**config.mk**
```make
export PLATFORM = sky130hd
export DESIGN_NAME = ahb_req_arbiter
export DESIGN_NICKNAME = d
export VERILOG_FILES = /design/src/rtl/ahb_pkg.sv /design/src/rtl/rr_arb2.sv /design/src/rtl/ahb_req_arbiter.sv
export SDC_FILE = /design/constraint.sdc
export NUM_CORES = 1
export LEC_CHECK = 0
export BUFFER_PORTS_ARGS = -buffer_cell sky130_fd_sc_hd__buf_2
export CAP_MARGIN = 15
export CELL_PAD_IN_SITES_DETAIL_PLACEMENT = 2
export CELL_PAD_IN_SITES_GLOBAL_PLACEMENT = 2
export CORE_ASPECT_RATIO = 1.1
export CORE_MARGIN = 2
export CORE_UTILIZATION = 27
export DETAILED_ROUTE_END_ITERATION = 10
export MAX_ROUTING_LAYER = met4
export PLACE_DENSITY_LB_ADDON = 0.1
export SLEW_MARGIN = 20
export SYNTH_ARGS = -nofsm -noshare
export SYNTH_HDL_FRONTEND = slang
export SYNTH_HIERARCHICAL = 1
export SYNTH_SLANG_ARGS = --single-unit --ignore-timing --ignore-initial --compat-mode --unroll-limit 50000
```
**constraint.sdc**
```tcl
create_clock -name HCLK -period 4.2 [get_ports HCLK]
set_input_delay 0.84 -clock HCLK [delete_from_list [all_inputs] [get_ports HCLK]]
set_output_delay 0.84 -clock HCLK [all_outputs]
set_load 0.005 [all_outputs]
```
**src/rtl/ahb_pkg.sv**
```systemverilog
// ---------------------------------------------------------------------------
// ahb_pkg : shared AHB-lite encodings and arbiter FSM states
// Revision: 1.0
// ---------------------------------------------------------------------------
`default_nettype none
`timescale 1ns/1ps

package ahb_pkg;

  localparam logic [1:0] c_HTRANS_IDLE   = 2'b00;
  localparam logic [1:0] c_HTRANS_NONSEQ = 2'b10;
  localparam logic [2:0] c_HBURST_SINGLE = 3'b000;
  localparam logic [3:0] c_HPROT_DATA    = 4'b0011;

  typedef enum logic [1:0] {
    ST_IDLE = 2'b00,
    ST_ADDR = 2'b01,
    ST_DATA = 2'b10
  } arb_state_t;

endpackage

`default_nettype wire

```
**src/rtl/rr_arb2.sv**
```systemverilog
// ---------------------------------------------------------------------------
// rr_arb2 : two-way round-robin selector, favours the requester not granted last
// Revision: 1.0
// ---------------------------------------------------------------------------
`default_nettype none
`timescale 1ns/1ps

module rr_arb2 (
  input  logic [1:0] req,
  input  logic       last,
  output logic [1:0] gnt,
  output logic       idx
);

  always_comb begin
    idx = 1'b0;
    if (req == 2'b11)
      idx = ~last;
    else if (req == 2'b10)
      idx = 1'b1;
    gnt = (req == 2'b00) ? 2'b00 : (idx ? 2'b10 : 2'b01);
  end

endmodule

`default_nettype wire

```
**src/rtl/ahb_req_arbiter.sv**
```systemverilog
// ---------------------------------------------------------------------------
// ahb_req_arbiter : two-requester single-transfer AHB-lite master for an APB bridge
// Revision: 1.0
// ---------------------------------------------------------------------------
`default_nettype none
`timescale 1ns/1ps

module ahb_req_arbiter
  import ahb_pkg::*;
#(
  parameter int         TPD     = 1,
  parameter logic [1:0] HSIZE_W = 2'b10
) (
  input  logic        HCLK,
  input  logic        HRESET,
  input  logic [1:0]  REQ,
  input  logic [1:0]  RWRITE,
  input  logic [31:0] RADDR0,
  input  logic [31:0] RADDR1,
  input  logic [31:0] RWDATA0,
  input  logic [31:0] RWDATA1,
  output logic [1:0]  DONE,
  output logic        ERR,
  output logic [31:0] RDATA,
  output logic        HSEL,
  output logic        HWRITE,
  output logic [1:0]  HTRANS,
  output logic [2:0]  HSIZE,
  output logic [2:0]  HBURST,
  output logic        HMASTLOCK,
  output logic [3:0]  HPROT,
  output logic [31:0] HADDR,
  output logic [31:0] HWDATA,
  output logic        HREADYIN,
  input  logic [31:0] HRDATA,
  input  logic        HREADYOUT,
  input  logic        HRESP
);

  arb_state_t  r_state;
  logic        r_last;
  logic        r_hsel;
  logic        r_hwrite;
  logic [1:0]  r_htrans;
  logic [31:0] r_haddr;
  logic [31:0] r_hwdata;
  logic [1:0]  r_done;
  logic        r_err;
  logic [31:0] r_rdata;

  logic [1:0]  w_req;
  logic [1:0]  w_gnt;
  logic        w_idx;

  // A requester still sees REQ high during its own DONE cycle; hide it so
  // the same request is not served twice.
  assign w_req = REQ & ~r_done;

  rr_arb2 u_rr_arb2 (
    .req  (w_req),
    .last (r_last),
    .gnt  (w_gnt),
    .idx  (w_idx)
  );

  always_ff @(posedge HCLK or posedge HRESET) begin
    if (HRESET) begin
      r_state  <= ST_IDLE;
      r_last   <= 1'b1;
      r_hsel   <= 1'b0;
      r_hwrite <= 1'b0;
      r_htrans <= c_HTRANS_IDLE;
      r_haddr  <= '0;
      r_hwdata <= '0;
      r_done   <= '0;
      r_err    <= 1'b0;
      r_rdata  <= '0;
    end else begin
      r_done <= '0;
      case (r_state)
        ST_IDLE: begin
          if (w_gnt != 2'b00) begin
            r_last   <= w_idx;
            r_haddr  <= w_idx ? RADDR1 : RADDR0;
            r_hwdata <= w_idx ? RWDATA1 : RWDATA0;
            r_hwrite <= RWRITE[w_idx];
            r_hsel   <= 1'b1;
            r_htrans <= c_HTRANS_NONSEQ;
            r_state  <= ST_ADDR;
          end
        end
        ST_ADDR: begin
          if (HREADYOUT) begin
            r_hsel   <= 1'b0;
            r_htrans <= c_HTRANS_IDLE;
            r_state  <= ST_DATA;
          end
        end
        ST_DATA: begin
          // First error cycle has HREADYOUT low, so it simply waits here.
          if (HREADYOUT) begin
            r_rdata        <= HRDATA;
            r_err          <= HRESP;
            r_done[r_last] <= 1'b1;
            r_state        <= ST_IDLE;
          end
        end
        default: r_state <= ST_IDLE;
      endcase
    end
  end

  assign DONE  = r_done;
  assign ERR   = r_err;
  assign RDATA = r_rdata;

  assign #TPD HSEL      = r_hsel;
  assign #TPD HWRITE    = r_hwrite;
  assign #TPD HTRANS    = r_htrans;
  assign #TPD HADDR     = r_haddr;
  assign #TPD HWDATA    = r_hwdata;
  assign #TPD HSIZE     = {1'b0, HSIZE_W};
  assign #TPD HBURST    = c_HBURST_SINGLE;
  assign #TPD HMASTLOCK = 1'b0;
  assign #TPD HPROT     = c_HPROT_DATA;
  assign #TPD HREADYIN  = HREADYOUT;

endmodule

`default_nettype wire

```
### Yosys cells after proc, flatten, opt, wreduce, memory -nomap -nowiden

Cells that the tools add are included.

* muxes and demuxes: 21
* reductions and logical operators: 9
* eq/ne operators: 7
* bitwise gates (word level): 3
* order comparisons: 3

Operators with widths (count)
* 32-bit 2-to-1 mux: 2
* 2-bit 2-to-1 mux: 8
* 1-bit 2-to-1 mux: 7
* 2-bit == test, second input constant: 3
* 2-bit != test, second input constant: 3
* 2-bit case mux with 3 select lines: 1
* 3-bit AND reduction: 2
* 2-bit logical NOT: 2
* 1-bit by 2-bit < comparator with 1-bit output, second input constant: 2
* 2-bit case mux with 2 select lines: 1
* 2-bit AND reduction: 2
* 2-bit nonzero test: 2
* 2-bit AND: 1
* 2-bit by 1-bit == test with 1-bit output, second input constant: 1
* 2-bit inverter: 1
* 1-bit case mux with 2 select lines: 1
* 1-bit demux with 1-bit select: 1
* 1-bit greater-or-equal comparator, second input constant: 1
* 1-bit logical AND: 1
* 1-bit inverter: 1

* register bits: 106
* word-level logic and storage cells: 53
* output and inout port bits: 115

### Depth between registers and ports, before layout

Gate-level depths: netlist of the first run.

* depth after elaboration: 10
* mapped depth: 7
* mapped depth without buffers: 5

### Hierarchy

Netlist of the first run, hierarchy kept.

By module, submodules not included
* ahb_req_arbiter: area each 4793.3 um^2, seq. area each 2603.7 um^2, instances 1, cells an instance 316
* rr_arb2: area each 26.3 um^2, seq. area each 0.0 um^2, instances 1, cells an instance 4

### Least setup slack after synthesis of the first run

Ideal clock, no wire load.

* kind: input to register
* start: input port REQ[1]
* end: register r_haddr[10] (netlist: HADDR[10])
* stages: 5
* slack: 1.839 ns
* setup time: 0.125 ns
* arrival: 2.237 ns
* cell sequence: nor2b_1 -> a21boi_0 -> clkbuf_1 -> mux2_2 -> mux2_2

* word-level cells in the longest chain between the ends: 8

Ends and longest elaborated chain
* from (decl): line ahb_req_arbiter.sv:16 `input logic [1:0] REQ,`
* 2-bit AND *: line ahb_req_arbiter.sv:57 `assign w_req = REQ & ~r_done;`
* 2-bit == test: line rr_arb2.sv:19 `else if (req == 2'b10)`
* 1-bit 2-to-1 mux: line rr_arb2.sv:19
* 1-bit 2-to-1 mux *: line rr_arb2.sv:17 `if (req == 2'b11)`
* named net w_idx: line ahb_req_arbiter.sv:53 `logic w_idx;`
* 2-bit 2-to-1 mux (2 in series): line rr_arb2.sv:21 `gnt = (req == 2'b00) ? 2'b00 : (idx ? 2'b10 : 2'b01);`
* 2-bit nonzero test: line ahb_req_arbiter.sv:82 `if (w_gnt != 2'b00) begin`
* 2-bit AND reduction (no line)
* to (signal assigned): line ahb_req_arbiter.sv:84 `r_haddr <= w_idx ? RADDR1 : RADDR0;`
* to (decl): line ahb_req_arbiter.sv:45 `logic [31:0] r_haddr;`

The timed path passes the listed nets; every way through them passes the cells marked *.
A chain may end at the register's enable or synchronous reset.

### Final worst setup path of the first run

* start: input port REQ[1]
* end: register r_hwdata[21] (netlist: HWDATA[21])

* word-level cells in the longest chain between the ends: 8

Ends and longest elaborated chain
* 2-bit AND *: line ahb_req_arbiter.sv:57
* named net w_req[1]: line ahb_req_arbiter.sv:51 `logic [1:0] w_req;`
* 2-bit == test: line rr_arb2.sv:19
* 1-bit 2-to-1 mux: line rr_arb2.sv:19
* 1-bit 2-to-1 mux *: line rr_arb2.sv:17
* named net w_idx: line ahb_req_arbiter.sv:53
* 2-bit 2-to-1 mux (2 in series): line rr_arb2.sv:21
* 2-bit nonzero test: line ahb_req_arbiter.sv:82
* 2-bit AND reduction (no line)
* to (signal assigned): line ahb_req_arbiter.sv:85 `r_hwdata <= w_idx ? RWDATA1 : RWDATA0;`
* to (decl): line ahb_req_arbiter.sv:46 `logic [31:0] r_hwdata;`

Marks and branches as above.

==> flow_summary.json, run 1 <==
{
  "status": "completed",
  "reg2regPathDepth": 5,
  "clkPwrFrac": 0.185,
  "multiInputGateArea_um2": 2020,
  "ys_seq_area_frac": 0.540,
  "hold_start": "HADDR[20]",
  "required_ns": 4.42,
  "r2r_start": "DONE[1]",
  "hold_viol": 0,
  "final_common_cell": "buf_2",
  "cp_top_family": "multiplexers",
  "worst-setup-path-type": "in2reg",
  "slowest_stage": "buf_4",
  "grt_pass1_wl_mm": 21.7,
  "start_kind": "input pin",
  "final_cell_mix": "buf_2, mux2_2, dfrtp_1, conb_1, clkbuf_16",
  "finalSetupViolations": 0,
  "cp_num_buf_inv": 2,
  "p_int_mw": 3.04,
  "holdPathEnd": "HADDR[20]",
  "die-height_um": 144,
  "cts_resized": 0,
  "cts_buffers": 9,
  "antenna_found_initial": 1,
  "cts_buffer_depth": 2,
  "worst_slew_pin_slew_ns": 0.904,
  "grt_pass1_vias": 3976,
  "grt_use_total": 0.152,
  "finClkSkew_ns": 0.00804,
  "synth_area_um2": 4820,
  "nNetsFinal": 753,
  "dieArea_um2": 18900,
  "finalCritPeriodShare": 0.538,
  "tns_ns": 0,
  "vias": 3585,
  "timing.fmax_ghz": 0.443,
  "avgSynthCellArea_um2": 15.1,
  "cp_cell_sequence": "buf_2 -> nor2b_1 -> a21boi_4 -> buf_4 -> mux2_2 -> mux2_2",
  "slew_violations": 0,
  "cts_tree": "done",
  "vdd_drop_max_mv": 0.236,
  "worst_path_largest_cell_delay_ns": 0.42,
  "drt-initial-drc-count": 58,
  "fill_cells": 1938,
  "ant_nets": 0,
  "die_w_um": 131,
  "seq_power_share": 0.401,
  "fin_crit_ns": 2.26,
  "cp_max_fo": 36,
  "pin_count": 283,
  "cp-end-kind": "flop",
  "viasPerCell": 4.32,
  "cts.htree.levels": 3,
  "path_common_cell": "mux2_2",
  "wl_per_cell_um": 16.9,
  "swShare": 0.314,
  "clock_latency_ns": 0.34,
  "ys_warn_count": 6,
  "syn_inst": 320,
  "cts_setup_buffers": 0,
  "path_clk_slew_ns": 0.07,
  "hold_path_depth": 1,
  "switchingPower_mw": 1.39,
  "regToRegSetupSlack_ns": 2.14,
  "grt_overflow_total": 0,
  "start_util": 0.274,
  "rsz0062_at_grt": "no",
  "drive_gt1_frac": 0.781,
  "min_path_type": "reg2reg",
  "numPortBuffers": 270,
  "dpl.hpwl_mm": 10.8,
  "ys_seq_elements": 104,
  "root_buffer": "clkbuf_16",
  "wl_mm": 14.0,
  "seqCellArea_um2": 2600,
  "syn_to_final_growth_pct": 37.5,
  "p_leak_nw": 3.23,
  "coreArea_um2": 17600,
  "hold_buffers": 0,
  "r2r_end": "HWDATA[21]",
  "p_per_area_nw_per_um2": 669,
  "row_count": 51,
  "critPathArrivalTime_ns": 2.48,
  "yosysUniqueCellTypes": 21,
  "worstSetupStartpoint": "REQ[1]",
  "grt_max_degree": 69,
  "drc": 0,
  "slew_headroom": 0.394,
  "first_pass_iters": 4,
  "combPwrFrac": 0.414,
  "clock_sinks": 104,
  "cap_viol_max_count": 0,
  "gp_congestion": 0.721,
  "total_power_mw": 4.43
}
==> flip-flops by register name, summed over array words and instances (netlist names) <==
name	count
r_last	1
r_state	2
RDATA	32
HWRITE	1
HWDATA	32
HADDR	32
ERR	1
DONE	2
HTRANS	1
==> per-layer routing <==
layer / routed length, µm / global-route usage / part of all wire
met5: 0 / - / 0
met1: 5550 / 0.176 / 0.40
met3: 1020 / 0.0477 / 0.073
met4: 93 / 0.0395 / 0.0067
met2: 7310 / 0.259 / 0.52
==> synthesized netlist by cell type <==
cell type  instances  area (µm²)
nor3_4             1        16.3
buf_4             18         135
conb_1             2        7.51
buf_6              6        67.6
clkbuf_1           1        3.75
nor3b_1            1        7.51
nor2b_1            2        12.5
dfrtp_1          103        2580
a21boi_1           1        7.51
dfstp_2            1        26.3
o21ai_0            1        5.00
or2_2              1        6.26
buf_2              6        30.0
a21boi_0           2        15.0
nand3b_1           1        7.51
a21o_1             1        7.51
nor2_1             3        11.3
mux2_2           164        1850
inv_1              3        11.3
nand2b_1           1        6.26
nand3b_2           1        11.3
==> worst register-to-register path: cells and delay by family, from the launching register on <==
| family | cells | cell delay, ns |
|---|---|---|
| multiplexers | 2 | 0.70 |
| buffers and inverters | 1 | 0.42 |
| AO/OA/AOI/OAI | 1 | 0.22 |
| AND/OR/NAND/NOR | 1 | 0.21 |
| flip-flops | 1 | 0.38 |
==> worst max-delay path by stage <==
stage	to	slack, ns	cells after the start
finish	HWDATA[21]	1.94	6
global route	HWDATA[21]	1.80	6
CTS	HWDATA[21]	1.91	6
detailed placement	HWDATA[21]	1.54	6
global placement	HWDATA[6]	1.67	6
floorplan	DONE[0]	0.63	1
==> cell families after synthesis <==
family                 share of synthesized area
flip-flops                                 0.540
buffers and inverters                     0.0514
other                                    0.00156
multiplexers                               0.383
AO/OA/AOI/OAI                            0.00727
AND/OR/NAND/NOR                           0.0164
==> power groups by stage <==
stage	registers (mW)	logic, mW	clock network (mW)
floorplan	1.82	1.05	0
global placement	1.77	1.84	0
detailed placement	1.80	1.89	0
CTS	1.79	1.90	0.861
global route	1.86	2.02	0.895
finish	1.78	1.83	0.820
==> per-stage QoR <==
stage	area [µm²]	cells	hold slack [ns]	worst slack (ns)	util
2_1_floorplan	4860	330	0.482	0.629	-
3_3_place_gp	6330	812	0.483	1.67	0.360
3_5_place_dp	6330	812	0.492	1.54	0.360
4_1_cts	6630	828	0.508	1.91	0.376
5_1_grt	6630	829	0.520	1.80	0.376
6_report	6630	829	0.502	1.94	0.376
==> layout make-up <==
class                   count  share of cell area
inverters                   3             0.00208
clock inverters             5             0.00585
multi-input cells         192               0.304
flip-flops and latches    104               0.393
repair buffers            275               0.211
clock buffers              11              0.0381
diodes                      1            0.000378
well taps                 238              0.0449
No activity file was read; power rests on OpenSTA's default activity.
==> run 2, diff against run 1 <==
--- a/config.mk
+++ b/config.mk
@@ -11,7 +11,7 @@
 export CELL_PAD_IN_SITES_GLOBAL_PLACEMENT = 2
 export CORE_ASPECT_RATIO = 1.1
 export CORE_MARGIN = 2
-export CORE_UTILIZATION = 27
+export CORE_UTILIZATION = 24
 export DETAILED_ROUTE_END_ITERATION = 10
 export MAX_ROUTING_LAYER = met4
 export PLACE_DENSITY_LB_ADDON = 0.1
==> constraint.sdc (replaced) <==
create_clock -name HCLK -period 2 [get_ports HCLK]
set_input_delay 0.4 -clock HCLK [delete_from_list [all_inputs] [get_ports HCLK]]
set_output_delay 0.4 -clock HCLK [all_outputs]
set_load 0.005 [all_outputs]
==> run 2 against run 1 <==
Against the previous run:
- non-clock buffer count up 6
- combinational power up 120%
- global-route usage down 1.5 points
- total power up 120%
- critical endpoint is now HWRITE
- critical path depth up 1
==> flow_summary.json, run 2 (synthesized netlist as in run 1, its figures left out) <==
{
  "status": "completed",
  "cap_viol_max_count": 0,
  "wl_per_cell_um": 16.7,
  "fin_crit_ns": 1.85,
  "drt-initial-drc-count": 44,
  "finalSetupViolations": 0,
  "clock_latency_ns": 0.35,
  "cp_max_fo": 24,
  "total_power_mw": 9.57,
  "grt_use_total": 0.137,
  "dpl.hpwl_mm": 10.9,
  "drc": 0,
  "dieArea_um2": 21200,
  "ant_nets": 0,
  "first_pass_iters": 4,
  "p_per_area_nw_per_um2": 1410,
  "required_ns": 2.23,
  "numPortBuffers": 270,
  "syn_to_final_growth_pct": 40.6,
  "stdcell_count": 847,
  "finClkSkew_ns": 0.00836,
  "cts_tree": "done",
  "regToRegSetupSlack_ns": 0.15,
  "clock_sinks": 104,
  "tns_ns": 0,
  "n_antenna_cell": 0,
  "row_count": 54,
  "die-height_um": 153,
  "fill_cells": 2150,
  "viasPerCell": 4.21,
  "cts_buffer_depth": 2,
  "grt_overflow_total": 0,
  "worst-setup-path-type": "reg2reg",
  "cts.htree.levels": 3,
  "vias": 3569,
  "path_clk_slew_ns": 0.07,
  "final_util": 0.342,
  "cts_buffers": 9,
  "die_w_um": 139,
  "wl_mm": 14.2,
  "slew_violations": 0,
  "p_leak_nw": 3.29,
  "timing.fmax_ghz": 0.539,
  "coreArea_um2": 19800,
  "min_path_type": "in2async",
  "r2r_start": "DONE[0]",
  "final_cell_mix": "buf_2, mux2_2, dfrtp_1, conb_1, clkbuf_16",
  "gp_congestion": 0.722,
  "vdd_drop_max_mv": 0.462,
  "hold_viol": 0,
  "grt_pass1_vias": 4165,
  "dp.cells": 828,
  "start_util": 0.243,
  "start_kind": "flop",
  "cp-end-kind": "flop",
  "critPathArrivalTime_ns": 2.09,
  "reg2regPathDepth": 7,
  "drive_gt1_frac": 0.787,
  "finalCritPeriodShare": 0.927,
  "hold_buffers": 0,
  "grt_pass1_wl_mm": 22.3,
  "r2r_end": "HWRITE",
  "root_buffer": "clkbuf_16",
  "nNetsFinal": 759,
  "pin_count": 283,
  "final_common_cell": "buf_2",
  "antenna_found_initial": 0,
  "grt_max_degree": 76
}
run 2: area by class of cell:
class,instances,area [µm²],share of cell area
repair buffers,281,1520,0.225
flip-flops and latches,104,2600,0.384
multi-input cells,192,2030,0.299
inverters,3,15.0,0.00222
well taps,252,315,0.0465
clock buffers,12,267,0.0393
clock inverters,3,25.0,0.00369
run 2: worst max-delay path: stages, from the launching register on:
cell	delay, ns
dfrtp_1	0.41
nor2b_4	0.16
a21boi_1	0.17
nor2_1	0.08
nor3_4	0.18
buf_4	0.16
clkbuf_16	0.21
mux2_2	0.36
run 2: per-layer routing:
layer	routed length (µm)	vias up	track usage
met4	182	0	0.0418
li1	-	1637	-
met3	1140	13	0.0412
met2	7070	165	0.233
met1	5770	1754	0.155
met5	0	-	-
run 2: metrics by stage:
stage	hold WS, ns	worst slack, ns	instance area [µm²]
after floorplan	0.482	0.0785	4860
after global placement	0.484	-0.0498	6420
after detailed placement	0.488	-0.0847	6420
after CTS	0.182	0.0221	6710
after global routing	0.200	-0.00656	6770
final	0.172	0.145	6770
run 2: worst max path at each step:
stage,cells past startpoint,endpoint,slack [ns],start
4_1_cts,6,HADDR[8],0.02,DONE[0]
5_1_grt,7,HADDR[30],-0.007,DONE[0]
3_3_place_gp,7,HWDATA[11],-0.05,REQ[0]
2_1_floorplan,5,HADDR[10],0.08,REQ[1]
6_report,7,HWRITE,0.15,DONE[0]
3_5_place_dp,7,HADDR[16],-0.08,REQ[0]
run 2: power by group:
| group | leakage (nW) | internal (mW) | total (mW) | switching [mW] |
|---|---|---|---|---|
| Combinational | 1.91 | 2.43 | 4.11 | 1.68 |
| Clock | 0.141 | 0.947 | 1.73 | 0.781 |
| Sequential | 1.23 | 3.19 | 3.73 | 0.542 |
run 2: repair_timing:
action / 4_1_cts / 5_1_grt
hold endpoints to repair: 0 / 0
gates resized for setup: 0 / 9
setup endpoints to repair: 0 / 66
setup buffers: 0 / 3
==> run 3, diff against run 2 <==
--- a/config.mk
+++ b/config.mk
@@ -9,8 +9,6 @@
 export CAP_MARGIN = 15
 export CELL_PAD_IN_SITES_DETAIL_PLACEMENT = 2
 export CELL_PAD_IN_SITES_GLOBAL_PLACEMENT = 2
-export CORE_ASPECT_RATIO = 1.1
-export CORE_MARGIN = 2
 export CORE_UTILIZATION = 24
 export DETAILED_ROUTE_END_ITERATION = 10
 export MAX_ROUTING_LAYER = met4
==> run 3 against run 2 <==
Against the previous run:
- sequential power about the same
- critical path type unchanged
- routed wire length is 0.40% higher
- sequential share of layout area shrank 0.34 points
- non-clock buffer count is 1 higher
- final cell count rose by 1.8%
- via count is essentially flat
- total power up 0.70%
- final area grew 0.89%
- clock skew is 0.0012 ns lower
- utilization is 0.67 points higher
==> flow_summary.json, run 3 (synthesized netlist as in run 1, its figures left out) <==
{
  "status": "completed",
  "cp_top_family": "simple AND/OR/NAND/NOR gates",
  "slew_headroom": 0.647,
  "cts_tree": "done",
  "worst_hold_slack_ns": 0.281,
  "rsz0062_at_grt": "no",
  "drt-initial-drc-count": 30,
  "dpl.hpwl_mm": 10.8,
  "n_antenna_cell": 0,
  "finalSetupViolations": 0,
  "worst_slew_pin_slew_ns": 0.530,
  "finClkSkew_ns": 0.00711,
  "numPortBuffers": 270,
  "final_common_cell": "buf_2",
  "gp_congestion": 0.705,
  "grt_overflow_total": 0,
  "slowest_stage": "dfrtp_1",
  "clock_sinks": 104,
  "hold_viol": 0,
  "start_kind": "flop",
  "worst_path_largest_cell_delay_ns": 0.41,
  "ant_nets": 0,
  "clock_latency_ns": 0.34,
  "drive_gt1_frac": 0.786,
  "p_leak_nw": 3.29,
  "cap_viol_max_count": 0,
  "row_count": 51,
  "cts_buffers": 9,
  "final_util": 0.349,
  "syn_to_final_growth_pct": 41.8,
  "worst-setup-path-type": "reg2reg",
  "cts_buffer_depth": 2,
  "dieArea_um2": 20700,
  "cts.htree.levels": 3,
  "first_pass_iters": 3,
  "die-height_um": 144,
  "cp-end-kind": "flop",
  "start_util": 0.246,
  "p_per_area_nw_per_um2": 1410,
  "fin_crit_ns": 1.88,
  "nNetsFinal": 760,
  "timing.fmax_ghz": 0.532,
  "pin_count": 283,
  "critPathArrivalTime_ns": 2.10,
  "cp_max_fo": 18,
  "grt_pass1_wl_mm": 20.3,
  "wl_mm": 14.2,
  "min_path_type": "in2reg",
  "cp_cell_sequence": "nor2b_4 -> a21boi_1 -> nor2_1 -> nor3_4 -> buf_12 -> clkbuf_16 -> mux2_2",
  "required_ns": 2.22,
  "grt_use_total": 0.135,
  "antenna_found_initial": 0,
  "wl_per_cell_um": 16.5,
  "vias": 3572,
  "slew_violations": 0,
  "final_cell_mix": "buf_2, mux2_2, dfrtp_1, conb_1, clkbuf_16",
  "root_buffer": "clkbuf_16",
  "vdd_drop_max_mv": 0.460,
  "drc": 0,
  "grt_pass1_vias": 3861,
  "cp_num_buf_inv": 2,
  "path_clk_slew_ns": 0.07,
  "die_w_um": 144,
  "viasPerCell": 4.14,
  "coreArea_um2": 19600,
  "finalCritPeriodShare": 0.940,
  "grt_max_degree": 98
}
run 3: changes by cell type in the layout (fill, tap and decap cells not counted), sizes merged:
| cell | delta |
|---|---|
| buf | -1 |
| clkinvlp | +3 |
| dlygate4sd3 | +1 |
| clkbuf | -1 |
run 3: path summary, 6_finish.rpt:
kind	start	endpoint	slack, ns	cells after the start
setup / recovery	DONE[0]	HWDATA[28]	0.12	7
hold / removal	HRDATA[18]	RDATA[18]	0.28	2
setup reg to reg	DONE[0]	HWDATA[28]	0.12	7
hold reg to reg	HADDR[13]	HADDR[13]	0.50	1
max in group asynchronous	HRESET	HWDATA[26]	0.71	4
min in group asynchronous	HRESET	RDATA[4]	0.52	3
run 3: final cells by class:
cell class                      count  area [µm²]
Sequential cell                   104        2600
Multi-Input combinational cell    192        2030
Tap cell                          265         332
Clock inverter                      6        43.8
Inverter                            3        15.0
Clock buffer                       10         239
Fill cell                        2141       12800
Timing Repair Buffer              282        1570
run 3: worst register-to-register path, stage by stage, from the launching register on:
cell and delay (ns):
dfrtp_1 0.41, nor2b_4 0.17, a21boi_1 0.19, nor2_1 0.08, nor3_4 0.20, buf_12 0.16
clkbuf_16 0.20, mux2_2 0.35
run 3: per-layer routing:
layer	global-route usage	wire, µm	up-vias
met5	-	0	-
met4	0.0454	166	0
met3	0.0340	1070	12
met2	0.233	7340	161
met1	0.152	5640	1758
li1	-	-	1641
run 3: power by group:
part | internal [mW] | total, mW | switching [mW]
Clock | 0.881 | 1.67 | 0.793
Sequential | 3.19 | 3.73 | 0.542
Combinational | 2.53 | 4.23 | 1.70
Total | 6.60 | 9.64 | 3.04
run 3: metrics by stage:
stage	setup slack, ns	TNS, ns	cell area [µm²]	power (mW)	std cells
after CTS	0.0609	0	6730	9.65	857
after floorplan	0.0785	0	4860	6.03	330
after global placement	-0.0174	-0.239	6440	7.71	840
after detailed placement	-0.112	-5.60	6440	7.89	840
final	0.121	0	6830	9.64	862
after global routing	0.0110	0	6830	10.3	862
run 3: what timing repair did:
action,in CTS,in global routing
gates cloned,0,2
gates resized for setup,1,4
hold endpoints to repair,7,0
setup buffers,0,3
setup endpoints to repair,5,65
hold buffers,1,0
pin swaps,0,1
